`config.mk`:
```
export PLATFORM = sky130hd
export DESIGN_NAME = johnson_slot_arbiter
export DESIGN_NICKNAME = d
export VERILOG_FILES = /design/src/rtl/johnson_slot_arbiter.sv
export SDC_FILE = /design/constraint.sdc
export NUM_CORES = 1
export LEC_CHECK = 0
export BUFFER_PORTS_ARGS = -buffer_cell sky130_fd_sc_hd__buf_2
export CAP_MARGIN = 10
export CORE_MARGIN = 5
export CORE_UTILIZATION = 55
export DETAILED_ROUTE_END_ITERATION = 7
export PLACE_DENSITY = 0.8
export RECOVER_POWER = 25
export SLEW_MARGIN = 10
export SYNTH_ARGS = -nofsm -noshare
export SYNTH_HDL_FRONTEND = slang
export SYNTH_SLANG_ARGS = --single-unit
```
`constraint.sdc`:
```
create_clock -name clk -period 4.82 [get_ports clk]
set_input_delay 0.964 -clock clk [delete_from_list [all_inputs] [get_ports clk]]
set_output_delay 0.964 -clock clk [all_outputs]
set_load 0.005 [all_outputs]
```
`src/rtl/johnson_slot_arbiter.sv`:
```
// Time-division arbiter: a 4-bit Johnson counter walks 8 slots, and SLOT_MAP assigns each slot to one of 4 requesters.
// Define WORK_CONSERVE_EN to hand an idle owner's slot to the lowest-index active requester.
module johnson_slot_arbiter #(
   parameter logic [15:0] SLOT_MAP = 16'hE4E4,
   parameter int          HOLD_MAX = 4
) (
   input  logic       clk,
   input  logic       reset,
   input  logic       enable,
   input  logic [3:0] req,
   input  logic [3:0] done,
   output logic [3:0] grant,
   output logic       grant_valid,
   output logic [1:0] grant_id,
   output logic [3:0] jc_state,
   output logic [2:0] slot_idx,
   output logic       timeout
);

   typedef enum logic [1:0] {IDLE, SCAN, GRANT} state_t;

   state_t          state, state_nxt;
   logic [3:0]      jc_nxt, jc_step;
   logic [3:0]      hold_cnt, hold_nxt;
   logic [3:0]      grant_nxt;
   logic [1:0]      gid_nxt;
   logic            gv_nxt, to_nxt;
   logic            jc_legal;
   logic [2:0]      slot_nxt;
   logic [7:0][1:0] slot_owner;
   logic [1:0]      owner, pick;
   logic            pick_ok, hold_hit, grant_end;

   // {legal, slot}; illegal codes decode to slot 0
   function automatic logic [3:0] jc_decode(input logic [3:0] jc);
      case (jc)
         4'b0000: jc_decode = 4'b1000;
         4'b0001: jc_decode = 4'b1001;
         4'b0011: jc_decode = 4'b1010;
         4'b0111: jc_decode = 4'b1011;
         4'b1111: jc_decode = 4'b1100;
         4'b1110: jc_decode = 4'b1101;
         4'b1100: jc_decode = 4'b1110;
         4'b1000: jc_decode = 4'b1111;
         default: jc_decode = 4'b0000;
      endcase
   endfunction

   genvar gi;
   generate
      for (gi = 0; gi < 8; gi++) begin : g_slot
         assign slot_owner[gi] = SLOT_MAP[2*gi +: 2];
      end
   endgenerate

   assign jc_legal  = jc_decode(jc_state)[3];
   assign jc_step   = {jc_state[2:0], ~jc_state[3]};
   assign owner     = slot_owner[slot_idx];
   assign hold_hit  = (hold_cnt == 4'(HOLD_MAX - 1));
   assign grant_end = done[grant_id] | ~req[grant_id] | hold_hit;
   assign slot_nxt  = jc_decode(jc_nxt)[2:0];

`ifdef WORK_CONSERVE_EN
   always_comb begin
      pick    = owner;
      pick_ok = req[owner];
      if (!req[owner] && (|req)) begin
         pick_ok = 1'b1;
         for (int i = 3; i >= 0; i--)
            if (req[i]) pick = 2'(i);
      end
   end
`else
   assign pick    = owner;
   assign pick_ok = req[owner];
`endif

   always_comb begin
      state_nxt = state;
      jc_nxt    = jc_state;
      hold_nxt  = hold_cnt;
      grant_nxt = grant;
      gid_nxt   = grant_id;
      gv_nxt    = grant_valid;
      to_nxt    = 1'b0;
      case (state)
         IDLE: begin
            if (enable) state_nxt = SCAN;
         end
         SCAN: begin
            if (!enable) begin
               state_nxt = IDLE;
            end else if (pick_ok) begin
               // jc stays on this slot until the grant ends
               state_nxt = GRANT;
               grant_nxt = 4'b0001 << pick;
               gid_nxt   = pick;
               gv_nxt    = 1'b1;
               hold_nxt  = 4'd0;
            end else begin
               jc_nxt = jc_step;
            end
         end
         GRANT: begin
            if (grant_end) begin
               state_nxt = enable ? SCAN : IDLE;
               grant_nxt = 4'd0;
               gid_nxt   = 2'd0;
               gv_nxt    = 1'b0;
               jc_nxt    = jc_step;
               to_nxt    = hold_hit & ~done[grant_id];
            end else begin
               hold_nxt = hold_cnt + 4'd1;
            end
         end
         default: state_nxt = IDLE;
      endcase
      if (!jc_legal) jc_nxt = 4'd0;
   end

   always_ff @(posedge clk) begin
      if (reset) begin
         state       <= IDLE;
         jc_state    <= 4'd0;
         slot_idx    <= 3'd0;
         hold_cnt    <= 4'd0;
         grant       <= 4'd0;
         grant_id    <= 2'd0;
         grant_valid <= 1'b0;
         timeout     <= 1'b0;
      end else begin
         state       <= state_nxt;
         jc_state    <= jc_nxt;
         slot_idx    <= slot_nxt;
         hold_cnt    <= hold_nxt;
         grant       <= grant_nxt;
         grant_id    <= gid_nxt;
         grant_valid <= gv_nxt;
         timeout     <= to_nxt;
      end
   end

endmodule

```
# --- Word-level counts from Yosys, hierarchy flattened ---
# Memory sizes are Yosys's and may differ from the RTL's. A register that Yosys moved wholly into a read port is not among the register bits.
# Cells that the tools add are included.
# Widths: inputs -> output; s select.
totals:
  regBits: 18
  latchBits: 0
  mem_bits_rw: 0
  mem_bits_ro: 144
  input_bits: 11
  n_memories: 3
memory_table:
  columns: ["name", "depth", "word_bits", "read_ports", "rd_clocked_by_memory_dff", "write_ports", "line", "text"]
  rows:
  - ["(name not given)", 16, 4, 1, 1, 0, "36", "case (jc)"]
  - ["(name not given)", 16, 4, 1, 1, 0, "36", null]
  - ["(name not given)", 8, 2, 1, 0, 0, "58", "assign owner = slot_owner[slot_idx];"]
op_classes:
  n_addsub: 1
  n_mul: 0
  n_div: 0
  order_cmp: 3
  n_eq_ne: 9
  n_shift: 1
  n_mux: 35
  bitwise: 8
  reduce_logical: 6
op_table:
  columns: ["op", "count"]
  rows:
  - ["$mux 4", 11]
  - ["$pmux 4 s2", 3]
  - ["$mux 2", 8]
  - ["$ne 2x2->1 const B", 5]
  - ["$reduce_and 4->1", 2]
  - ["$mux 1", 7]
  - ["$bmux 1 s2", 3]
  - ["$lt 2x3->1 const B", 2]
  - ["$pmux 2 s3", 1]
  - ["$not 1->1", 5]
  - ["$add 4x1->4 const B", 1]
  - ["$eq 4x2->1 const B", 1]
  - ["$lt 3x4->1 const B", 1]
  - ["$pmux 2 s2", 1]
  - ["$shl 1x2->4 const A", 1]
  - ["$ne 3x3->1 const B", 1]
  - ["$reduce_and 3->1", 1]
  - ["$reduce_or 3->1", 1]
  - ["$eq 2x1->1 const B", 1]
  - ["$eq 2x2->1 const B", 1]
  - ["$logic_not 2->1", 1]
  - ["$or 1x1->1", 2]
  - ["$pmux 1 s2", 1]
  - ["$reduce_bool 2->1", 1]
  - ["$and 1x1->1", 1]

# --- Longest topological paths before layout ---
depth:
  word_depth: 9
  depth_mapped: 9
  depth_no_buf: 8

# --- Worst setup path after synthesis ---
# OpenSTA, ideal clock, no wires.
synth_timing:
  path_type: "input to register"
  startpoint: "input req[0]"
  endpoint: "register, netlist name jc_legal"
  arrival_time_ns: 2.567
  required_ns: 4.705
  setup_slack_ns: 2.137
  cell_stages: 6
  n_path_buf: 0
  path_cell_list: "mux2_4 -> o221a_1 -> a311oi_4 -> o32ai_2 -> or3_1 -> a31o_1"
synth_between:
  elab_chain_cells: 9
  word_cells_on_any_way: 13
  classes_between: "mux (10); bitwise (3)"
synth_lines:
  columns: ["element", "line", "text"]
  rows:
  - ["start: declaration", "10", "input logic [3:0] req,"]
  - ["$bmux 1 s2", "60", "assign grant_end = done[grant_id] | ~req[grant_id] | hold_hit;"]
  - ["$mux 1 (implied by the code)", "60", null]
  - ["$not 1->1", "60", null]
  - ["$or 1x1->1 (2 in a row)", "60", null]
  - ["$mux 4", "105", "if (grant_end) begin"]
  - ["$pmux 4 s2 *", "86", "case (state)"]
  - ["$mux 4 *", "118", "if (!jc_legal) jc_nxt = 4'd0;"]
  - ["$mux 4 (no line) *", null, null]
# Mark *: on every way between the ends. The rest lies on a longest branch, timed or not. The select of a mux whose other input is x is not followed.
# A chain may end at the register's enable or synchronous reset.

# --- Final worst setup path ---
layout_timing:
  startpoint: "input req[3]"
  endpoint: "register, netlist name jc_legal"
layout_between:
  elab_chain_cells: 9
  word_cells_on_any_way: 13
  classes_between: "mux (10); bitwise (3)"
layout_lines:
  columns: ["element", "line"]
  rows:
  - ["$bmux 1 s2", "60"]
  - ["$mux 1 (implied by the code)", "60"]
  - ["$not 1->1", "60"]
  - ["$or 1x1->1 (2 in a row)", "60"]
  - ["$mux 4", "105"]
  - ["$pmux 4 s2 *", "86"]
  - ["$mux 4 *", "118"]
  - ["$mux 4 (no line) *", null]
# Marks and branches as above.

==> metrics.cfg <==
[global_routing]
grt_max_degree=23
use_met2=0.318
grt_util_met1=0.218
grt_util_all_layers=0.179
antenna_found_initial=0
busiest_layer=met2
grt_pass1_wl_um=4840
grt_pass1_vias=1141
overflow=0
met3_usage=0.0312

[place]
placedCellCount=188
dp_hpwl_um=2140
gp_congestion=0.885
io_buffer_count=25
pre_cts_ws_ns=1.92

[floorplanning]
initial_core_util=0.572
core-area_um2=2190
chipHeight_um=57.7
pin_count=26
rows=17
fp.dieArea_um2=3330
dieWidth_um=57.7

[detailed_routing]
wl_per_cell_um=14.6
drtIter0Drc=26
drtPass1Iterations=4
drc_errors=0
vias=1112
wirelength_um=2810
vias_per_cell=5.79
postRouteAntennaNets=0

[yosys]
syn_nets=156
synth_area_um2=1250
yosys.area.top_type=dfxtp_1
synthTopCellsByArea=dfxtp_1, mux4_2, nand2_1, ha_1, nor2_1
syn_area_per_cell_um2=8.96
ys_types=40
ys_seq_area_frac=0.351
netlist_instances=140
ys.flop_type=dfxtp_1
yosysMostFrequentCell=dfxtp_1
ys.warnings.count=0
ys_ff_latch=22
synth_edf_count=0
synth_commonest_cells=dfxtp_1, nand2_1, nor2_1, a21oi_1, nand2b_1
async_reset_ff_frac=0
synth_top_cell_area_share=0.351

[sta]
grt_setup_unrepaired=no
fmax_ghz=0.387
setup-tns-final_ns=0
hold_viol=0
setup_ws_ns=2.23
fin_skew_ns=0.00878
whs_ns=0.497
worst_pin_slew_ns=0.857
relSlewSlack=0.425
period_minus_slack_ns=2.59
final-setup-viol-count=0
slew_violations=0
fin_crit_sh=0.537

[finish]
antenna_cells=0
regArea_um2=440
multiInputGateArea_um2=763
fillers=188
final_core_util=0.653
final_layout_size_suffix_gt1_frac=0.213
fin_cells=192
syn_to_final_growth_pct=14.1
layout.nets=181

[cts]
cts-root-buf=clkbuf_4
clk_pin_slew_ns=0.13
cts_setup_buffers=0
holdBufCountCts=0
ctsHtreeMaxLevel=1
cts.sinks=22
ctsResizeCount=0
clkLatencyLatePin_ns=0.31
numCtsBuffers=3
clock_tree.buffer_depth=2
cts_tree=yes

[critical_path]
r2r_cells=6
cp_data_arrival_time_ns=2.81
critPathLaunchType=input port
end_kind=flip-flop
cp_max_fo=6
required_ns=5.04
crit_type=in2reg

[pwr]
ir_worst_vdd_mv=0.260
p_leak_nw=0.545
p_per_area_nw_per_um2=281

[flow_run]
maxCapViolCount=0

[worst_hold_path]
hp-class=reg2reg
hold_depth=2

[outcome]
status=complete, no violations

-- final cells by class --
type	instances	area share
clock buffer	3	0.0157
clock inverter	1	0.0210
inverter	6	0.0157
multi-input combinational	107	0.534
sequential	22	0.308
tap	28	0.0245
timing repair buffer	25	0.0814
-- worst max-delay path: stages --
cell and delay, ns:
buf_2 0.12, mux4_2 0.52, a311oi_4 0.43, o32ai_2 0.19
or3_1 0.40, a31o_1 0.17
-- state kept, by name, summed over array words and instances (netlist names) --
signal,flops
jc_state,4
slot_idx,3
grant_valid,1
hold_cnt,4
timeout,1
state,2
grant_id,2
grant,4
jc_legal,1
-- final timing paths --
path                            slack [ns]           to        start
worst max register to register        2.41     jc_legal  slot_idx[0]
worst max-delay path                  2.23     jc_legal       req[3]
worst min register to register        0.50  hold_cnt[0]  hold_cnt[0]
worst min-delay path                  0.50  hold_cnt[0]  hold_cnt[0]
-- through the flow --
stage	cell area [um^2]	total power, mW
after floorplan	1250	0.246
after global placement	1390	0.261
after detailed placement	1390	0.265
after CTS	1440	0.404
after global routing	1430	0.421
final	1430	0.402
-- power breakdown --
group / leakage, nW / total (mW) / internal [mW] / switching, mW
registers: 0.178 / 0.190 / 0.186 / 0.00423
logic: 0.339 / 0.0710 / 0.0285 / 0.0425
clock network: 0.0279 / 0.140 / 0.0841 / 0.0563
total: 0.545 / 0.402 / 0.298 / 0.103
-- kinds of logic after synthesis --
family | count (synthesis) | share of synthesized area
simple gates | 59 | 0.228
buf+inv | 11 | 0.0399
fa+ha+maj | 5 | 0.0499
flops | 22 | 0.351
compound gates | 32 | 0.210
mux | 8 | 0.101
xor+xnor | 3 | 0.0210
-- metal layers --
| metal | part of all wire | up-vias |
|---|---|---|
| met5 | 0 | - |
| met4 | 0.0068 | 0 |
| met3 | 0.047 | 2 |
| met2 | 0.49 | 27 |
| met1 | 0.46 | 529 |
| li1 | - | 554 |
-- cells in the final DEF, fill, tap and decap left out, types with 2 or more instances in the layout --
| cell type | synthesis | layout |
|---|---|---|
| and2_1 | 2 | 2 |
| xor2_1 | 2 | 2 |
| nor3_1 | 3 | 3 |
| a21oi_1 | 8 | 8 |
| o21ai_0 | 3 | 3 |
| inv_1 | 6 | 6 |
| a2bb2oi_1 | 2 | 2 |
| a32oi_1 | 2 | 2 |
| nand2_1 | 17 | 17 |
| o32ai_2 | 2 | 2 |
| o22ai_1 | 5 | 5 |
| nor2_1 | 16 | 16 |
| and3_1 | 2 | 2 |
| nand3_1 | 3 | 3 |
| nand3b_1 | 4 | 4 |
| nor4_1 | 2 | 2 |
| clkbuf_1 | 3 | 7 |
| nand2b_1 | 7 | 7 |
| ha_1 | 5 | 5 |
| buf_2 | 1 | 18 |
| dfxtp_1 | 22 | 22 |
| mux2_2 | 3 | 3 |
| clkbuf_4 | 0 | 3 |
| mux4_2 | 3 | 3 |
Power figures use the tool's default switching activity.
